`config.mk`:
```
export PLATFORM = sky130hd
export DESIGN_NAME = sb_config_loader
export DESIGN_NICKNAME = d
export VERILOG_FILES = /design/src/rtl/kfpga_config_pkg.sv /design/src/rtl/sb_config_loader.sv
export SDC_FILE = /design/constraint.sdc
export NUM_CORES = 1
export LEC_CHECK = 0
export CELL_PAD_IN_SITES_DETAIL_PLACEMENT = 1
export CELL_PAD_IN_SITES_GLOBAL_PLACEMENT = 2
export CORE_MARGIN = 5
export CORE_UTILIZATION = 43
export DETAILED_ROUTE_END_ITERATION = 7
export DONT_BUFFER_PORTS = 1
export PLACE_DENSITY_LB_ADDON = 0.15
export SYNTH_ARGS = -nofsm -noshare
export SYNTH_HDL_FRONTEND = slang
export SYNTH_SLANG_ARGS = --single-unit
```
`constraint.sdc`:
```
create_clock -name clock -period 8.9 [get_ports clock]
set_clock_uncertainty 0.15 [all_clocks]
set_input_delay 1.78 -clock clock [delete_from_list [all_inputs] [get_ports clock]]
set_output_delay 1.78 -clock clock [all_outputs]
set_load 0.03 [all_outputs]
```
`src/rtl/kfpga_config_pkg.sv`:
```
// ============================================================================
// Module      : kfpga_config_pkg
// Description : Shared sizing constants and loader state type for the
//               switch-box configuration loader.
// Revision    : 1.0 - initial release
// ============================================================================
`default_nettype none

package kfpga_config_pkg;

    localparam int CONFIG_WIDTH = 264;
    localparam int WORD_WIDTH   = 8;
    localparam int NUM_WORDS    = CONFIG_WIDTH / WORD_WIDTH;
    localparam int CNT_WIDTH    = $clog2(NUM_WORDS + 1);

    typedef enum logic [1:0] {
        IDLE  = 2'd0,
        LOAD  = 2'd1,
        CHECK = 2'd2,
        FULL  = 2'd3
    } state_t;

endpackage

`default_nettype wire

```
`src/rtl/sb_config_loader.sv`:
```
// ============================================================================
// Module      : sb_config_loader
// Description : Word-serial loader that assembles a switch-box image in a
//               shadow register, validates it with an XOR check word and
//               transfers it to the active configuration on commit.
// Revision    : 1.0 - initial release
// ============================================================================
`default_nettype none

module sb_config_loader
    import kfpga_config_pkg::*;
#(
    parameter int CONFIG_WIDTH = kfpga_config_pkg::CONFIG_WIDTH,
    parameter int WORD_WIDTH   = kfpga_config_pkg::WORD_WIDTH
) (
    input  logic                    clock,
    input  logic                    reset,
    input  logic                    start,
    input  logic [WORD_WIDTH-1:0]   data_in,
    input  logic                    data_valid,
    output logic                    data_ready,
    input  logic                    commit,
    output logic [CONFIG_WIDTH-1:0] config_out,
    output logic                    config_valid,
    output logic                    loaded,
    output logic                    busy,
    output logic                    error
);

    localparam int NUM_WORDS = CONFIG_WIDTH / WORD_WIDTH;
    localparam int CNT_WIDTH = $clog2(NUM_WORDS + 1);

    generate
        if ((CONFIG_WIDTH % WORD_WIDTH) != 0) begin : g_width_check
            $error("CONFIG_WIDTH must be a multiple of WORD_WIDTH");
        end
    endgenerate

    state_t                  state_q, state_d;
    logic [CNT_WIDTH-1:0]    cnt_q, cnt_d;
    logic [WORD_WIDTH-1:0]   xor_q, xor_d;
    logic                    error_q, error_d;
    logic                    cfg_valid_q, cfg_valid_d;
    logic [CONFIG_WIDTH-1:0] config_q;
    logic [WORD_WIDTH-1:0]   shadow_q [NUM_WORDS];
    logic [CONFIG_WIDTH-1:0] w_shadow_flat;
    logic                    w_shadow_clr;
    logic                    w_word_we;
    logic                    w_cfg_load;

    // Start has priority over everything else, including commit and data.
    always_comb begin
        state_d      = state_q;
        cnt_d        = cnt_q;
        xor_d        = xor_q;
        error_d      = error_q;
        cfg_valid_d  = cfg_valid_q;
        w_shadow_clr = 1'b0;
        w_word_we    = 1'b0;
        w_cfg_load   = 1'b0;

        if (start) begin
            state_d      = LOAD;
            cnt_d        = '0;
            xor_d        = '0;
            error_d      = 1'b0;
            w_shadow_clr = 1'b1;
        end else begin
            case (state_q)
                LOAD: begin
                    if (commit) begin
                        error_d = 1'b1;
                        state_d = IDLE;
                    end else if (data_valid) begin
                        w_word_we = 1'b1;
                        xor_d     = xor_q ^ data_in;
                        cnt_d     = cnt_q + 1'b1;
                        if (cnt_q == CNT_WIDTH'(NUM_WORDS - 1)) begin
                            state_d = CHECK;
                        end
                    end
                end
                CHECK: begin
                    if (commit) begin
                        error_d = 1'b1;
                        state_d = IDLE;
                    end else if (data_valid) begin
                        if (data_in == xor_q) begin
                            state_d = FULL;
                        end else begin
                            error_d = 1'b1;
                            state_d = IDLE;
                        end
                    end
                end
                FULL: begin
                    if (commit) begin
                        w_cfg_load  = 1'b1;
                        cfg_valid_d = 1'b1;
                        state_d     = IDLE;
                    end
                end
                default: begin
                    state_d = state_q;
                end
            endcase
        end
    end

    always_ff @(posedge clock) begin
        if (reset) begin
            state_q     <= IDLE;
            cnt_q       <= '0;
            xor_q       <= '0;
            error_q     <= 1'b0;
            cfg_valid_q <= 1'b0;
        end else begin
            state_q     <= state_d;
            cnt_q       <= cnt_d;
            xor_q       <= xor_d;
            error_q     <= error_d;
            cfg_valid_q <= cfg_valid_d;
        end
    end

    // Word k of the session lands in bits [k*WORD_WIDTH +: WORD_WIDTH].
    always_ff @(posedge clock) begin
        if (reset || w_shadow_clr) begin
            for (int k = 0; k < NUM_WORDS; k++) begin
                shadow_q[k] <= '0;
            end
        end else if (w_word_we) begin
            shadow_q[cnt_q] <= data_in;
        end
    end

    generate
        for (genvar k = 0; k < NUM_WORDS; k++) begin : g_flat
            assign w_shadow_flat[k*WORD_WIDTH +: WORD_WIDTH] = shadow_q[k];
        end
    endgenerate

    always_ff @(posedge clock) begin
        if (reset) begin
            config_q <= '0;
        end else if (w_cfg_load) begin
            config_q <= w_shadow_flat;
        end
    end

    assign data_ready   = (state_q == LOAD) || (state_q == CHECK);
    assign busy         = (state_q == LOAD) || (state_q == CHECK);
    assign loaded       = (state_q == FULL);
    assign error        = error_q;
    assign config_valid = cfg_valid_q;
    assign config_out   = config_q;

endmodule

`default_nettype wire

```
== Yosys cells after proc, flatten, opt, wreduce, memory -nomap -nowiden ==
Memories as Yosys holds them, arrays and structs flattened. A register that Yosys moved wholly into a read port is not among the register bits.
Cells that the tools add are included.

* Bits in registers: 18
* Memory bits (writable): 264
* Input bits: 13
* Logic and storage cells: 68
* Memories: 1

* Add/sub/neg operators: 1
* Eq/ne operators: 15
* Muxes and demuxes: 30
* Bitwise logic cells: 3
* Reduce and logical (&&, ||, !) cells: 12

{| class="wikitable"
|+ Memories
! name !! depth !! bits a word !! read ports !! clocked after Yosys merged registers in !! wr ports !! RTL line !! RTL
|-
| shadow_q || 33 || 8 || 33 || 33 || 33 || sb_config_loader.sv:45 || <nowiki>logic [WORD_WIDTH-1:0] shadow_q [NUM_WORDS];</nowiki>
|}

{| class="wikitable"
|+ Operators with widths
! operator !! number
|-
| $mux W1 || 19
|-
| $ne A3 B3 Y1 const B || 5
|-
| $mux W2 || 7
|-
| $ne A4 B4 Y1 const B || 3
|-
| $reduce_and A5 Y1 || 2
|-
| $eq A8 B8 Y1 || 1
|-
| $mux W8 || 1
|-
| $reduce_or A8 Y1 || 1
|-
| $xor A8 B8 Y8 || 1
|-
| $add A6 B1 Y6 const B || 1
|-
| $eq A6 B6 Y1 const B || 1
|-
| $mux W6 || 1
|-
| $pmux W2 S3 || 1
|-
| $reduce_and A3 Y1 || 2
|-
| $eq A2 B2 Y1 const B || 2
|-
| $ne A2 B2 Y1 const B || 2
|-
| $reduce_and A4 Y1 || 1
|-
| $reduce_bool A4 Y1 || 1
|-
| $reduce_bool A3 Y1 || 1
|-
| $eq A2 B1 Y1 const B || 1
|-
| $logic_or A1 B1 Y1 || 2
|-
| $not A1 Y1 || 2
|-
| $pmux W1 S2 || 1
|-
| $reduce_bool A2 Y1 || 1
|-
| $reduce_or A2 Y1 || 1
|}

== Logic depth before layout (Yosys ltp) ==
* Depth after elaboration: 9
* Mapped depth: 8

== Worst setup path after synthesis ==
OpenSTA, ideal clock, no wires.

* Kind: in2reg
* From: input port reset
* To: memory shadow_q[12][0], enable pin
* Data arrival time: 3.516 ns
* Path slack: 4.850 ns
* Stages on the path: 7
* Path buffers: 3
* Cell sequence: clkbuf_2 > or2_1 > buf_6 > nor3_4 > nand3b_1 > buf_2 > o21ai_0

{| class="wikitable"
|+ RTL lines
! item !! RTL line !! RTL
|-
| from (decl) || sb_config_loader.sv:17 || <nowiki>input logic reset,</nowiki>
|-
| to (decl) || sb_config_loader.sv:45 ||
|}

==> out/summary.md <==
The post-cts resize count is 0, and the net count after synthesis is 1934. The switching share of power works out to 20.8%. Using the TritonRoute via totals, the vias-per-cell ratio works out to 5.21. The warning count from the yosys run was 0.

Global routing finished with a remaining overflow of 0. The final instance area is 22200 um2, and the last weighted congestion value of the routability-driven placer is 0.749. Counting the buffers created by CTS gives 57.

The number of global-route vias before repair came out at 13.2k. The logs give 0 for the hold violation total from the final report and 282 for the top-level I/O count. The first global-routing pass estimated 84.7 mm of wire. Of the synthesized area, sequential elements account for 67.7%. For this run, design rule violations remaining after detail routing come to 0.

Summed over all nets, the switching power comes to 1.06 mW. VDD sags by at most 181 uV. The most area-hungry cell type in the Yosys netlist is sky130_fd_sc_hd__edfxtp_1. After synthesis the netlist holds a flip-flop and latch count of 546.

Counting flops with a built-in enable in the synthesized netlist gives 264. The logs give 44.9% for the portion of total power attributed to the clock network and 53.6% for the sequential share of power. After clock tree synthesis, the clock-pin slew on the worst setup and hold paths is 0.06 ns.

For this run, the total global-route usage over all layers was measured as 21.9%. The die area came out at 51000 um2. Across all hold checks on the routed design, the worst slack comes to 0.347 ns. Measured in cells, the most critical reg-to-reg path has a length of 5. Per report_power, the combinational group accounts for 1.5% of the total.

The worst hold path passes through 2 cells. The number of antenna diodes in the final layout is 0. Sorting the synthesized cells by how often they occur yields 546 x sky130_fd_sc_hd__nand2_1, 282 x sky130_fd_sc_hd__dfxtp_1, 266 x sky130_fd_sc_hd__a21oi_1.

The tools report the effective utilization at floorplan as 43.2%. In this run the cell area of the synthesized design comes to 20000 um2. The clock root buffer is sky130_fd_sc_hd__clkbuf_16. Storage element area: 13600 um2. Setup total negative slack on the finished layout was measured at 0 ns.

The area occupied by multi-input gates was 5940 um2. The signal on the critical path passes through or2_1, nor3_4, nand3b_1, o21ai_0. The pre-antenna-repair detailed-routing pass consisted of 4 iterations.

The run finished with clean final reports. Once the clock tree was built, the setup fixing pass inserted 0 buffers. The worst-skew pair later-pin latency was 0.60 ns; the placement row count was 79.

The clock passes through at most 3 buffers. In this run, the number of DRC markers left after iteration 0 of detailed routing was 845. The post-route netlist has 5.69% of its cells at a drive strength greater than 1.

The power density of the placed cells came out at 230 nW/um2. At the pin with the least slew margin, the transition time is 1.18 ns. For the number of cells produced by synthesis, the log shows 1915. The worst path meets setup with 4.40 ns of slack.

The clock sink count is 546. Number of antenna violations at the first check in global routing: 4. The run gives 3.81 ns as the post-placement setup slack.

TritonCTS built the clock tree. The tools report the HPWL after detailed placement as 34.7 mm. The tools report the wire length after detailed routing as 57.1 mm. From synthesis to final layout, the design area changed by 10.7%. Derived from the worst setup path, the maximum achievable clock frequency is 222 MHz.

In this run, distinct cell masters in the synthesized netlist total 34. For this run, the leading register cell type out of synthesis is sky130_fd_sc_hd__dfxtp_1. Placeable core region: 46400 um2. Internal power comes to 4.03 mW.

The logs give 0 for the number of maximum-capacitance violations and 20.4% for the headroom to the max-slew limit. By instance count, the leading cell after synthesis is sky130_fd_sc_hd__nand2_1. The final cycle utilization of the critical path was 50.5%. Entering global routing, the biggest net connects 269 pins. Setup repair after global routing left no endpoint under its margin. For this block, the via count after detailed routing is 13.1k.

Summed over all cells, the static leakage comes to 7.64 nW. The critical path is of the in2reg type. The critical path startpoint category was a primary input. For the cell area after placement, the log shows 20400 um2.

The logs give 2 for the H-tree depth and 0 for the number of hold buffers added after cts. After layout, the minimum clock period comes to 4.50 ns. Measured along the y axis, the die boundary spans 226 um. By area the synthesized netlist is led by sky130_fd_sc_hd__edfxtp_1 40%, sky130_fd_sc_hd__dfxtp_1 28%, sky130_fd_sc_hd__nand2_1 10%. The final layout net count came out at 1870. The maximum fanout along the worst path was 268. Measured along the x axis, the die boundary spans 226 um. Counting the fill cells in the layout gives 5014. The tools report the critical path endpoint category as a flop.

For this run, the slowest stage of the critical path takes 1.17 ns. The count of buffers added on input and output ports is 0. The mean post-synth cell area is 10.5 um2, and the routed length per placed instance is 22.8 um. The critical path required time is 8.97 ns, and the final max-slew violation count is 0.

Of the post-synthesis cell area, the dominant cell type holds 39.6%. Data arrives at the worst endpoint at 4.56 ns. The path class of the tightest hold or removal check is reg2reg. Proportion of synthesized flip-flops having asynchronous set or reset: 0%. Setup violations remaining at the end of the flow were counted as 0. Antenna violation net count after detailed routing: 0. The cell type of the slowest stage on the worst timing path was sky130_fd_sc_hd__o21ai_0.
## per-stage QoR
step / instances / power, mW / util (%)
CTS: 2503 / 5.15 / 47.8
global route: 2504 / 5.28 / 47.8
global placement: 2398 / 2.86 / 44.0
finish: 2504 / 5.09 / 47.8
floorplan: 1915 / 2.85 / -
detailed placement: 2398 / 2.86 / 44.0
## layer usage
metal | part of all wire, % | global-route usage [%]
met5 | 0 | 0
met4 | 1.7 | 4.47
met3 | 7.8 | 6.71
met2 | 48 | 35.9
met1 | 43 | 29.0
## power groups by stage
stage | logic, mW | registers (mW) | clock network [mW]
6_report | 0.0769 | 2.73 | 2.29
5_1_grt | 0.0851 | 2.73 | 2.47
4_1_cts | 0.0778 | 2.73 | 2.35
3_5_place_dp | 0.0775 | 2.78 | 0
3_3_place_gp | 0.0748 | 2.78 | 0
2_1_floorplan | 0.0871 | 2.77 | 0
## cell usage in the layout, fill, tap and decap left out, types with 5 or more instances in the layout
master,instances
sky130_fd_sc_hd__nand3_1,6
sky130_fd_sc_hd__clkinv_1,8
sky130_fd_sc_hd__edfxtp_1,264
sky130_fd_sc_hd__xor2_1,11
sky130_fd_sc_hd__clkbuf_16,57
sky130_fd_sc_hd__clkbuf_1,16
sky130_fd_sc_hd__a21oi_1,266
sky130_fd_sc_hd__nor2_1,49
sky130_fd_sc_hd__buf_4,14
sky130_fd_sc_hd__nand2_1,546
sky130_fd_sc_hd__xnor2_1,9
sky130_fd_sc_hd__ha_1,6
sky130_fd_sc_hd__and2_1,264
sky130_fd_sc_hd__clkinv_2,9
sky130_fd_sc_hd__dfxtp_1,282
sky130_fd_sc_hd__clkbuf_8,11
sky130_fd_sc_hd__nand3b_1,5
sky130_fd_sc_hd__o21ai_0,31
## logic make-up after synthesis
group,after synthesis,synth area share [%]
AND/OR/NAND/NOR,896,20.6
flip-flops,546,67.7
AO/OA/AOI/OAI,305,7.68
buffers and inverters,142,2.74
XOR/XNOR,20,0.874
adder cells (fa/ha/maj),6,0.375
## worst paths after layout
kind                                 startpoint                       endpoint  slack, ns
hold reg to reg   shadow_q[28][4]$_SDFFCE_PN0P_   config_out[228]$_SDFFE_PP0P_       0.35
setup / recovery                          reset  shadow_q[16][7]$_SDFFCE_PN0P_       4.40
hold / removal    shadow_q[28][4]$_SDFFCE_PN0P_   config_out[228]$_SDFFE_PP0P_       0.35
setup reg to reg        state_q[0]$_SDFFE_PP0P_  shadow_q[16][7]$_SDFFCE_PN0P_       5.29
## worst max-delay path, delay by kind of cell
kind,cells,cell delay (ns)
AOI/OAI and AO/OA,1,1.17
and+or+nand+nor,3,1.53
## registers in the layout, summed over array words and instances (netlist names)
signal	count
cnt_q	6
config_out	264
shadow_q	264
state_q	2
xor_q	8
error	1
config_valid	1
## area by class of cell
class	count	area share, %
inverter	4	0.0677
tap	607	3.42
clock inverter	21	0.677
clock buffer	84	7.38
sequential	546	61.2
multi-input combinational	1227	26.8
timing repair buffer	15	0.496
Power figures use the tool's default switching activity.
